==> src/rtl/if_fetch_buffer_if.sv <==
// Fetch-stage bundle: PC hookup, instruction-memory request/response and
// the decode-side valid/ready port. The fetch buffer uses the master view;
// the surrounding PC, memory and decode logic use the slave view.
interface if_fetch_buffer_if #(
    parameter int PC_WIDTH    = 32,
    parameter int INSTR_WIDTH = 32
);
    logic [PC_WIDTH-1:0]    pc;
    logic                   pc_en;
    logic                   flush;
    logic                   imem_req_valid;
    logic                   imem_req_ready;
    logic [PC_WIDTH-1:0]    imem_req_addr;
    logic                   imem_rsp_valid;
    logic [INSTR_WIDTH-1:0] imem_rsp_data;
    logic                   id_valid;
    logic [INSTR_WIDTH-1:0] id_instr;
    logic [PC_WIDTH-1:0]    id_pc;
    logic                   id_ready;

    modport master (
        input  pc, flush, imem_req_ready, imem_rsp_valid, imem_rsp_data, id_ready,
        output pc_en, imem_req_valid, imem_req_addr, id_valid, id_instr, id_pc
    );

    modport slave (
        output pc, flush, imem_req_ready, imem_rsp_valid, imem_rsp_data, id_ready,
        input  pc_en, imem_req_valid, imem_req_addr, id_valid, id_instr, id_pc
    );
endinterface

==> src/rtl/if_fetch_buffer.sv <==
// Instruction-fetch buffer: issues the PC to instruction memory, pairs each
// returned word with the PC it was fetched from, and queues the pairs for
// decode. A redirect (flush) empties the queue and discards any response
// still in flight.
//
// state     | meaning
// ----------+------------------------------------------------
// IDLE      | no request outstanding
// WAIT      | one request outstanding, its response is kept
// WAIT_DROP | one request outstanding, its response is dropped
module if_fetch_buffer #(
    parameter int PC_WIDTH    = 32,
    parameter int INSTR_WIDTH = 32,
    parameter int DEPTH       = 2
) (
    input logic              clk,
    input logic              rst,
    if_fetch_buffer_if.master bus
);
    localparam int PTR_W = $clog2(DEPTH);
    localparam int CNT_W = PTR_W + 1;
    localparam int SUM_W = CNT_W + 1;

    typedef enum logic [1:0] {
        IDLE      = 2'd0,
        WAIT      = 2'd1,
        WAIT_DROP = 2'd2
    } state_t;

    state_t                 state;
    logic [CNT_W-1:0]       count;
    logic [PTR_W-1:0]       wr_ptr;
    logic [PTR_W-1:0]       rd_ptr;
    logic [PC_WIDTH-1:0]    tag;
    logic [INSTR_WIDTH-1:0] instr_mem [DEPTH];
    logic [PC_WIDTH-1:0]    pc_mem    [DEPTH];

    logic reserved;
    logic room;
    logic req_valid;
    logic fire;
    logic push;
    logic pop;
    logic head_valid;

    // Request gating: a slot stays reserved for the outstanding WAIT response,
    // so a new request only goes out when its response is guaranteed a slot.
    always_comb begin
        reserved   = (state == WAIT);
        room       = ({1'b0, count} + SUM_W'(reserved)) < SUM_W'(DEPTH);
        req_valid  = !rst && !bus.flush && ((state == IDLE) || bus.imem_rsp_valid) && room;
        fire       = req_valid && bus.imem_req_ready;
        push       = !rst && (state == WAIT) && bus.imem_rsp_valid && !bus.flush;
        head_valid = !rst && (count != '0);
        pop        = head_valid && bus.id_ready;
    end

    assign bus.imem_req_valid = req_valid;
    assign bus.imem_req_addr  = bus.pc;
    assign bus.pc_en          = fire || (bus.flush && !rst);
    assign bus.id_valid       = head_valid;
    assign bus.id_instr       = instr_mem[rd_ptr];
    assign bus.id_pc          = pc_mem[rd_ptr];

    // Request FSM, PC tag capture and FIFO bookkeeping; flush outranks everything but reset.
    always_ff @(posedge clk) begin
        if (rst) begin
            state  <= IDLE;
            count  <= '0;
            wr_ptr <= '0;
            rd_ptr <= '0;
            tag    <= '0;
        end else if (bus.flush) begin
            count  <= '0;
            wr_ptr <= '0;
            rd_ptr <= '0;
            if ((state == IDLE) || bus.imem_rsp_valid) begin
                state <= IDLE;
            end else begin
                state <= WAIT_DROP;
            end
        end else begin
            if (fire) begin
                tag <= bus.pc;
            end
            case (state)
                IDLE: begin
                    if (fire) state <= WAIT;
                end
                WAIT, WAIT_DROP: begin
                    if (bus.imem_rsp_valid) state <= fire ? WAIT : IDLE;
                end
                default: state <= IDLE;
            endcase
            if (push) wr_ptr <= wr_ptr + PTR_W'(1);
            if (pop)  rd_ptr <= rd_ptr + PTR_W'(1);
            if (push && !pop) begin
                count <= count + CNT_W'(1);
            end else if (pop && !push) begin
                count <= count - CNT_W'(1);
            end
        end
    end

    // Entry storage; contents only matter while counted, so no reset.
    always_ff @(posedge clk) begin
        if (push) begin
            instr_mem[wr_ptr] <= bus.imem_rsp_data;
            pc_mem[wr_ptr]    <= tag;
        end
    end

    // The reserved slot must keep every push off a full queue.
    assert property (@(posedge clk) disable iff (rst) push |-> (count < CNT_W'(DEPTH)));
endmodule

==> src/flat_wrapper.sv <==
// flat-port wrapper written by rule: the top's interface ports become plain ports
module if_fetch_buffer_flat 
#(
    parameter int PC_WIDTH    = 32,
    parameter int INSTR_WIDTH = 32,
    parameter int DEPTH       = 2
)
  (clk, rst, bus_pc, bus_flush, bus_imem_req_ready, bus_imem_rsp_valid, bus_imem_rsp_data, bus_id_ready, bus_pc_en, bus_imem_req_valid, bus_imem_req_addr, bus_id_valid, bus_id_instr, bus_id_pc);
  if_fetch_buffer_if #(.PC_WIDTH(PC_WIDTH), .INSTR_WIDTH(INSTR_WIDTH)) bus_i ();
  input logic clk;
  input logic rst;
  input wire logic [$bits(bus_i.pc)-1:0] bus_pc;
  input wire logic [$bits(bus_i.flush)-1:0] bus_flush;
  input wire logic [$bits(bus_i.imem_req_ready)-1:0] bus_imem_req_ready;
  input wire logic [$bits(bus_i.imem_rsp_valid)-1:0] bus_imem_rsp_valid;
  input wire logic [$bits(bus_i.imem_rsp_data)-1:0] bus_imem_rsp_data;
  input wire logic [$bits(bus_i.id_ready)-1:0] bus_id_ready;
  output wire logic [$bits(bus_i.pc_en)-1:0] bus_pc_en;
  output wire logic [$bits(bus_i.imem_req_valid)-1:0] bus_imem_req_valid;
  output wire logic [$bits(bus_i.imem_req_addr)-1:0] bus_imem_req_addr;
  output wire logic [$bits(bus_i.id_valid)-1:0] bus_id_valid;
  output wire logic [$bits(bus_i.id_instr)-1:0] bus_id_instr;
  output wire logic [$bits(bus_i.id_pc)-1:0] bus_id_pc;
  assign bus_i.pc = bus_pc;
  assign bus_i.flush = bus_flush;
  assign bus_i.imem_req_ready = bus_imem_req_ready;
  assign bus_i.imem_rsp_valid = bus_imem_rsp_valid;
  assign bus_i.imem_rsp_data = bus_imem_rsp_data;
  assign bus_i.id_ready = bus_id_ready;
  assign bus_pc_en = bus_i.pc_en;
  assign bus_imem_req_valid = bus_i.imem_req_valid;
  assign bus_imem_req_addr = bus_i.imem_req_addr;
  assign bus_id_valid = bus_i.id_valid;
  assign bus_id_instr = bus_i.id_instr;
  assign bus_id_pc = bus_i.id_pc;
  if_fetch_buffer #(.PC_WIDTH(PC_WIDTH), .INSTR_WIDTH(INSTR_WIDTH), .DEPTH(DEPTH)) u_core (.clk(clk), .rst(rst), .bus(bus_i));
endmodule
==> config.mk <==
export PLATFORM = sky130hd
export DESIGN_NAME = if_fetch_buffer_flat
export DESIGN_NICKNAME = d
export VERILOG_FILES = /design/src/rtl/if_fetch_buffer_if.sv /design/src/rtl/if_fetch_buffer.sv /design/src/flat_wrapper.sv
export SDC_FILE = /design/constraint.sdc
export NUM_CORES = 1
export LEC_CHECK = 0
export ABC_AREA = 1
export BUFFER_PORTS_ARGS = -buffer_cell sky130_fd_sc_hd__buf_4
export CORE_ASPECT_RATIO = 1.1
export CORE_MARGIN = 10
export CORE_UTILIZATION = 35
export CTS_BUF_LIST = sky130_fd_sc_hd__clkbuf_16
export DETAILED_ROUTE_END_ITERATION = 8
export GPL_ROUTABILITY_DRIVEN = 0
export PLACE_DENSITY_LB_ADDON = 0.15
export SLEW_MARGIN = 20
export SYNTH_ARGS = -nofsm -noshare
export SYNTH_HDL_FRONTEND = slang
export SYNTH_SLANG_ARGS = --single-unit
==> constraint.sdc <==
create_clock -name clk -period 4.92 [get_ports clk]
set_clock_uncertainty 0.05 [all_clocks]
set_input_delay 0.984 -clock clk [delete_from_list [all_inputs] [get_ports clk]]
set_output_delay 0.984 -clock clk [all_outputs]
set_load 0.02 [all_outputs]
==> impl_metrics.env, run 1 <==
export IMPL_rows=53
export IMPL_crit_fanout=35
export IMPL_path_class="in -> out"
export IMPL_grt_ovfl_total=0
export IMPL_drv_slew=0
export IMPL_cts_buffers=17
export IMPL_p_seq_frac=0.510
export IMPL_grt_total_usage=0.1134
export IMPL_fin_nets=641
export IMPL_worstHoldStart="u_core.tag[4]$_SDFFE_PP0P_"
export IMPL_viasPerCell=4.557
export IMPL_chipWidth_um=152.3
export IMPL_place_hpwl_mm=9.644
export IMPL_critPathRequiredTime_ns=3.89
export IMPL_h_tree_depth=4
export IMPL_p_int_mw=2.410
export IMPL_layout_drive_gt1_share=0.5603
export IMPL_synth_cells=432
export IMPL_clkPwrFrac=0.437
export IMPL_grt_max_degree=65
export IMPL_fp_coreArea_um2=19030
export IMPL_sw_frac_of_total=0.1969
export IMPL_finalCoreUtilization=0.4477
export IMPL_power_frac_comb=0.053
export IMPL_clock_sinks=167
export IMPL_n_antenna_cell=0
export IMPL_slew_headroom=0.3790
export IMPL_final_cell_mix="buf_4, edfxtp_1, mux2_2, nand2_1, dfxtp_1"
export IMPL_switchingPower_uw=591.0
export IMPL_cts_buffer_depth=2
export IMPL_leakagePower_nw=3.211
export IMPL_antenna_found_initial=0
export IMPL_hold_end="u_core.pc_mem[0][4]$_DFFE_PP_"
export IMPL_cts_setup_buffers=0
export IMPL_ys_warn_count=0
export IMPL_startpoint_type="input pin"
export IMPL_path_clk_slew_ns=0.06
export IMPL_area_growth_pct=26.39
export IMPL_ant_nets=0
export IMPL_yosysSeqAreaShare=0.6860
export IMPL_period_needed_ns=3.667
export IMPL_min_path_cells=0
export IMPL_post_route_drc_count=0
export IMPL_status="finished, final reports clean"
export IMPL_reg2reg_from="u_core.state[1]$_SDFFE_PP0P_"
export IMPL_syn_area_um2=6741
export IMPL_chipHeight_um=165.6
export IMPL_setup_viol=0
export IMPL_synth_seq_cells=167
export IMPL_via_count=3769
export IMPL_reg2reg_to="u_core.state[0]$_SDFFE_PP0P_"
export IMPL_cp_arrival_ns=2.63
export IMPL_cts_root_buffer="clkbuf_16"
export IMPL_drt_iter0_drc=106
export IMPL_crit_path_start="rst"
export IMPL_fmax_ghz=0.2727
export IMPL_maxCapViolations=0
export IMPL_synthDistinctLibCells=25
export IMPL_r2r_slack_ns=2.72
export IMPL_cp_end_kind="primary output"
export IMPL_finalCritPeriodShare=0.7453
export IMPL_final_common_cell="buf_4"
export IMPL_wl_per_cell_um=17.54
export IMPL_drtPass1Iterations=4
export IMPL_io_buffers=168
export IMPL_ir_drop_v=0.0002447
export IMPL_reg2reg_depth=8
export IMPL_avgSynthCellArea_um2=15.61
export IMPL_holdBufCountCts=0
export IMPL_clkLatencyLatePin_ns=0.41
export IMPL_cellPowerDensity_nw_per_um2=352.2
export IMPL_grt_first_pass_wirelength_mm=22.25
export IMPL_synthesis_nets=506
export IMPL_cts_resized=0
export IMPL_start_util=0.3542
export IMPL_hp_class="reg -> reg"
export IMPL_wl_mm=14.50
export IMPL_ioPinCount=169
export IMPL_tightest_slew_ns=0.9315
export IMPL_first_global_vias=4144
export IMPL_rsz0062_at_grt="false"
export IMPL_cts_tree="yes"
export IMPL_hold_violations=0
export IMPL_fillCellCount=1735
export IMPL_die_area_um2=25220
export IMPL_fin_tns_setup_ns=0
[power by group through the flow]
stage,registers (mW),logic (mW),clock network [mW]
6_report,1.53,0.160,1.31
3_3_place_gp,1.56,0.160,0
3_5_place_dp,1.56,0.164,0
2_1_floorplan,1.56,0.101,0
4_1_cts,1.53,0.164,1.35
5_1_grt,1.53,0.174,1.41
[cells by family after synthesis]
logic type      after synthesis  synth area share
xor+xnor                      1          0.001299
simple gates                 88           0.08148
mux                          64            0.1069
flops                       167            0.6860
buf+inv                      66           0.06960
compound gates               42           0.04733
fa+ha+maj                     4          0.007424
[final cells by class]
cell class              count  area, um^2  share of cell area
flip-flops and latches    167        4628              0.5432
multi-input cells         199        1663              0.1952
repair buffers            170        1276              0.1498
clock buffers              18       450.4             0.05286
well taps                 247       309.0             0.03627
clock inverters            14       143.9             0.01689
inverters                  12       50.05            0.005874
[worst max-delay path by stage]
| stage | endpoint | cells after the start | slack (ns) |
|---|---|---|---|
| global route | bus_pc_en | 7 | 1.07 |
| detailed placement | bus_pc_en | 7 | 1.22 |
| CTS | bus_pc_en | 7 | 1.21 |
| finish | bus_pc_en | 7 | 1.25 |
| global placement | bus_pc_en | 7 | 1.27 |
| floorplan | u_core.instr_mem[1][0]$_DFFE_PP_ | 6 | 0.24 |
[flip-flops by register name, summed over array words and instances, names as in the netlist, named ones only]
register / flops
u_core.wr_ptr: 1
u_core.tag: 32
u_core.rd_ptr: 1
u_core.pc_mem: 64
u_core.instr_mem: 64
u_core.state: 2
u_core.count: 2
[worst max-delay path, stage by stage]
cell and delay (ns):
buf_4 0.29, inv_6 0.12, nand2_4 0.07, nor2_4 0.10, nand3_2 0.58, o21ai_0 0.29, buf_4 0.18
[stage by stage]
stage | hold slack, ns | std cells | total power [mW] | worst slack (ns) | area (um^2)
2_1_floorplan | 0.3759 | 432 | 1.660 | 0.2406 | 6741
3_3_place_gp | 0.3825 | 795 | 1.720 | 1.270 | 7926
3_5_place_dp | 0.3875 | 795 | 1.724 | 1.216 | 7926
4_1_cts | 0.4013 | 827 | 3.043 | 1.212 | 8521
5_1_grt | 0.4178 | 827 | 3.113 | 1.066 | 8521
6_report | 0.4016 | 827 | 3.001 | 1.253 | 8521
[per-layer routing]
layer	GRT usage	wire (um)
met5	0	0
met4	0.04203	197
met3	0.03833	871
met2	0.1985	7488
met1	0.1261	5945
[synthesized netlist by cell type]
master,count,area share
nor3_1,1,0.00074
nand2_4,1,0.0017
a21oi_1,9,0.0067
buf_12,4,0.012
inv_1,10,0.0056
inv_6,1,0.0013
clkbuf_1,4,0.0022
nand4_1,1,0.00093
nor2_1,7,0.0039
dfxtp_1,39,0.12
buf_4,35,0.039
nand3_1,6,0.0045
nand2_1,40,0.022
nand3_2,30,0.045
buf_6,1,0.0017
o21ai_0,4,0.0030
edfxtp_1,128,0.57
nor2_4,1,0.0017
mux2_2,64,0.11
ha_1,4,0.0074
a21oi_2,29,0.038
clkinv_1,1,0.00056
and2_4,1,0.0013
xor2_1,1,0.0013
buf_2,10,0.0074
Power figures use the tool's default switching activity.
==> inputs of run 2 (changes only) <==
Clock period 4.92 ns to 3.6 ns, I/O delays scaled along.
==> run 2 against run 1 <==
Sequential share of layout area shrank 0.50 points. Flip-flop and latch count is the same. Count of clock-buffer cells in the layout shrank 1. Clock power grew 40%. Critical path depth shrank 5. Cell area grew 0.93%. Power grew 38%. Non-clock buffer count grew 6. Hold slack gained 0.0042 ns. Critical endpoint is now bus_id_pc[29].
==> impl_metrics.env, run 2 (same netlist as run 1, synthesis figures left out) <==
export IMPL_drt_iter0_drc=105
export IMPL_holdBufCountCts=0
export IMPL_layout_drive_gt1_share=0.5751
export IMPL_finalCritPeriodShare=0.7786
export IMPL_viasPerCell=4.537
export IMPL_start_util=0.3542
export IMPL_cp_slowest_stage_delay_ns=0.93
export IMPL_cp_end_kind="primary output"
export IMPL_path_clk_slew_ns=0.06
export IMPL_die_area_um2=25220
export IMPL_clkPwrFrac=0.443
export IMPL_io_buffers=168
export IMPL_reg2reg_depth=7
export IMPL_n_antenna_cell=0
export IMPL_clkLatencyLatePin_ns=0.42
export IMPL_fin_nets=647
export IMPL_grt_max_degree=65
export IMPL_switchingPower_uw=876.8
export IMPL_via_count=3779
export IMPL_startpoint_type="flop"
export IMPL_fmax_ghz=0.3568
export IMPL_maxCapViolations=0
export IMPL_ioPinCount=169
export IMPL_slowest_stage="dfxtp_4"
export IMPL_path_class="reg -> out"
export IMPL_status="finished, final reports clean"
export IMPL_multi_input_area_um2=1663
export IMPL_p_int_mw=3.276
export IMPL_drtPass1Iterations=4
export IMPL_wl_per_cell_um=18.00
export IMPL_power_frac_comb=0.054
export IMPL_slew_headroom=0.3819
export IMPL_area_growth_pct=27.56
export IMPL_fin_tns_setup_ns=0
export IMPL_ir_drop_v=0.0003145
export IMPL_antenna_found_initial=0
export IMPL_h_tree_depth=4
export IMPL_cellPowerDensity_nw_per_um2=482.9
export IMPL_cts_buffer_depth=2
export IMPL_fp_coreArea_um2=19030
export IMPL_final_common_cell="buf_4"
export IMPL_hold_end="u_core.pc_mem[0][9]$_DFFE_PP_"
export IMPL_cts_resized=0
export IMPL_grt_ovfl_total=0
export IMPL_rsz0062_at_grt="false"
export IMPL_sw_frac_of_total=0.2111
export IMPL_reg2reg_from="u_core.state[1]$_SDFFE_PP0P_"
export IMPL_p_seq_frac=0.503
export IMPL_reg2reg_to="u_core.tag[3]$_SDFFE_PP0P_"
export IMPL_worstHoldStart="u_core.tag[9]$_SDFFE_PP0P_"
export IMPL_fin_area_um2=8600
export IMPL_cp_arrival_ns=2.03
export IMPL_cts_tree="yes"
export IMPL_wl_mm=14.99
export IMPL_chipWidth_um=152.3
export IMPL_min_path_cells=0
export IMPL_tightest_slew_ns=0.9272
export IMPL_fillCellCount=1726
export IMPL_hold_violations=0
export IMPL_critPathRequiredTime_ns=2.83
export IMPL_period_needed_ns=2.803
export IMPL_leakagePower_nw=3.239
export IMPL_ant_nets=0
export IMPL_first_global_vias=4193
export IMPL_r2r_slack_ns=1.41
export IMPL_largest_registers="u_core.instr_mem: 64 flops, u_core.pc_mem: 64 flops, u_core.tag: 32 flops"
export IMPL_chipHeight_um=165.6
export IMPL_hp_class="reg -> reg"
export IMPL_grt_total_usage=0.1169
export IMPL_rows=53
export IMPL_clock_sinks=167
export IMPL_finalCoreUtilization=0.4518
export IMPL_cts_buffers=17
export IMPL_drv_slew=0
export IMPL_worstPathCellList="mux2_2 -> buf_4"
export IMPL_cts_setup_buffers=0
export IMPL_place_hpwl_mm=10.02
export IMPL_place_area_um2=7996
export IMPL_cts_root_buffer="clkbuf_16"
export IMPL_setup_viol=0
export IMPL_final_cell_mix="buf_4, edfxtp_1, mux2_2, nand2_1, dfxtp_1"
export IMPL_post_route_drc_count=0
export IMPL_grt_first_pass_wirelength_mm=22.85
export IMPL_regArea_um2=4628
export IMPL_crit_fanout=64
## run 2: cell types whose count changed in the layout (fill, tap and decap cells not counted), sizes merged
cell      previous run  this run
clkbuf              18        17
buf                170       176
inv                 16        15
clkinv               7         8
clkinvlp             0         1
## run 2: layout make-up
cell class,count,area share
clock inverters,15,0.02066
flip-flops and latches,167,0.5382
inverters,12,0.005820
repair buffers,176,0.1566
multi-input cells,199,0.1934
well taps,247,0.03594
clock buffers,17,0.04947
## run 2: critical path, delay by kind of cell (launching register included)
family                 cells  cell delay (ns)
buffers and inverters      1             0.17
flip-flops                 1             0.93
multiplexers               1             0.45
## run 2: worst max-delay path by stage
stage / start / endpoint / cells past startpoint
floorplan: rst / u_core.instr_mem[1][0]$_DFFE_PP_ / 6
global placement: bus_flush / u_core.instr_mem[0][8]$_DFFE_PP_ / 7
detailed placement: bus_flush / u_core.instr_mem[0][8]$_DFFE_PP_ / 7
CTS: flop / bus_id_pc[0] / 2
global route: flop / bus_id_pc[29] / 2
finish: flop / bus_id_pc[29] / 2
## run 2: through the flow
step	hold WS (ns)	worst slack (ns)	power, mW	instances
after CTS	0.4096	0.7416	4.202	833
after global placement	0.3816	1.038	2.358	801
after global routing	0.4077	0.6716	4.301	833
after detailed placement	0.3900	1.007	2.362	801
final	0.4058	0.7971	4.153	833
after floorplan	0.3759	0.2418	2.269	432
## run 2: power groups by stage
| stage | registers [mW] | clock network (mW) | logic, mW |
|---|---|---|---|
| after floorplan | 2.13 | 0 | 0.139 |
| after global placement | 2.13 | 0 | 0.227 |
| after detailed placement | 2.13 | 0 | 0.230 |
| after CTS | 2.09 | 1.88 | 0.231 |
| after global routing | 2.09 | 1.97 | 0.243 |
| final | 2.09 | 1.84 | 0.225 |
## run 2: routing by layer
metal	GRT usage	vias to the layer above	routed length, um
met5	0	-	0
met4	0.03678	0	157
met3	0.04403	10	992
met2	0.1924	109	7419
met1	0.1396	1841	6420
li1	-	1819	-
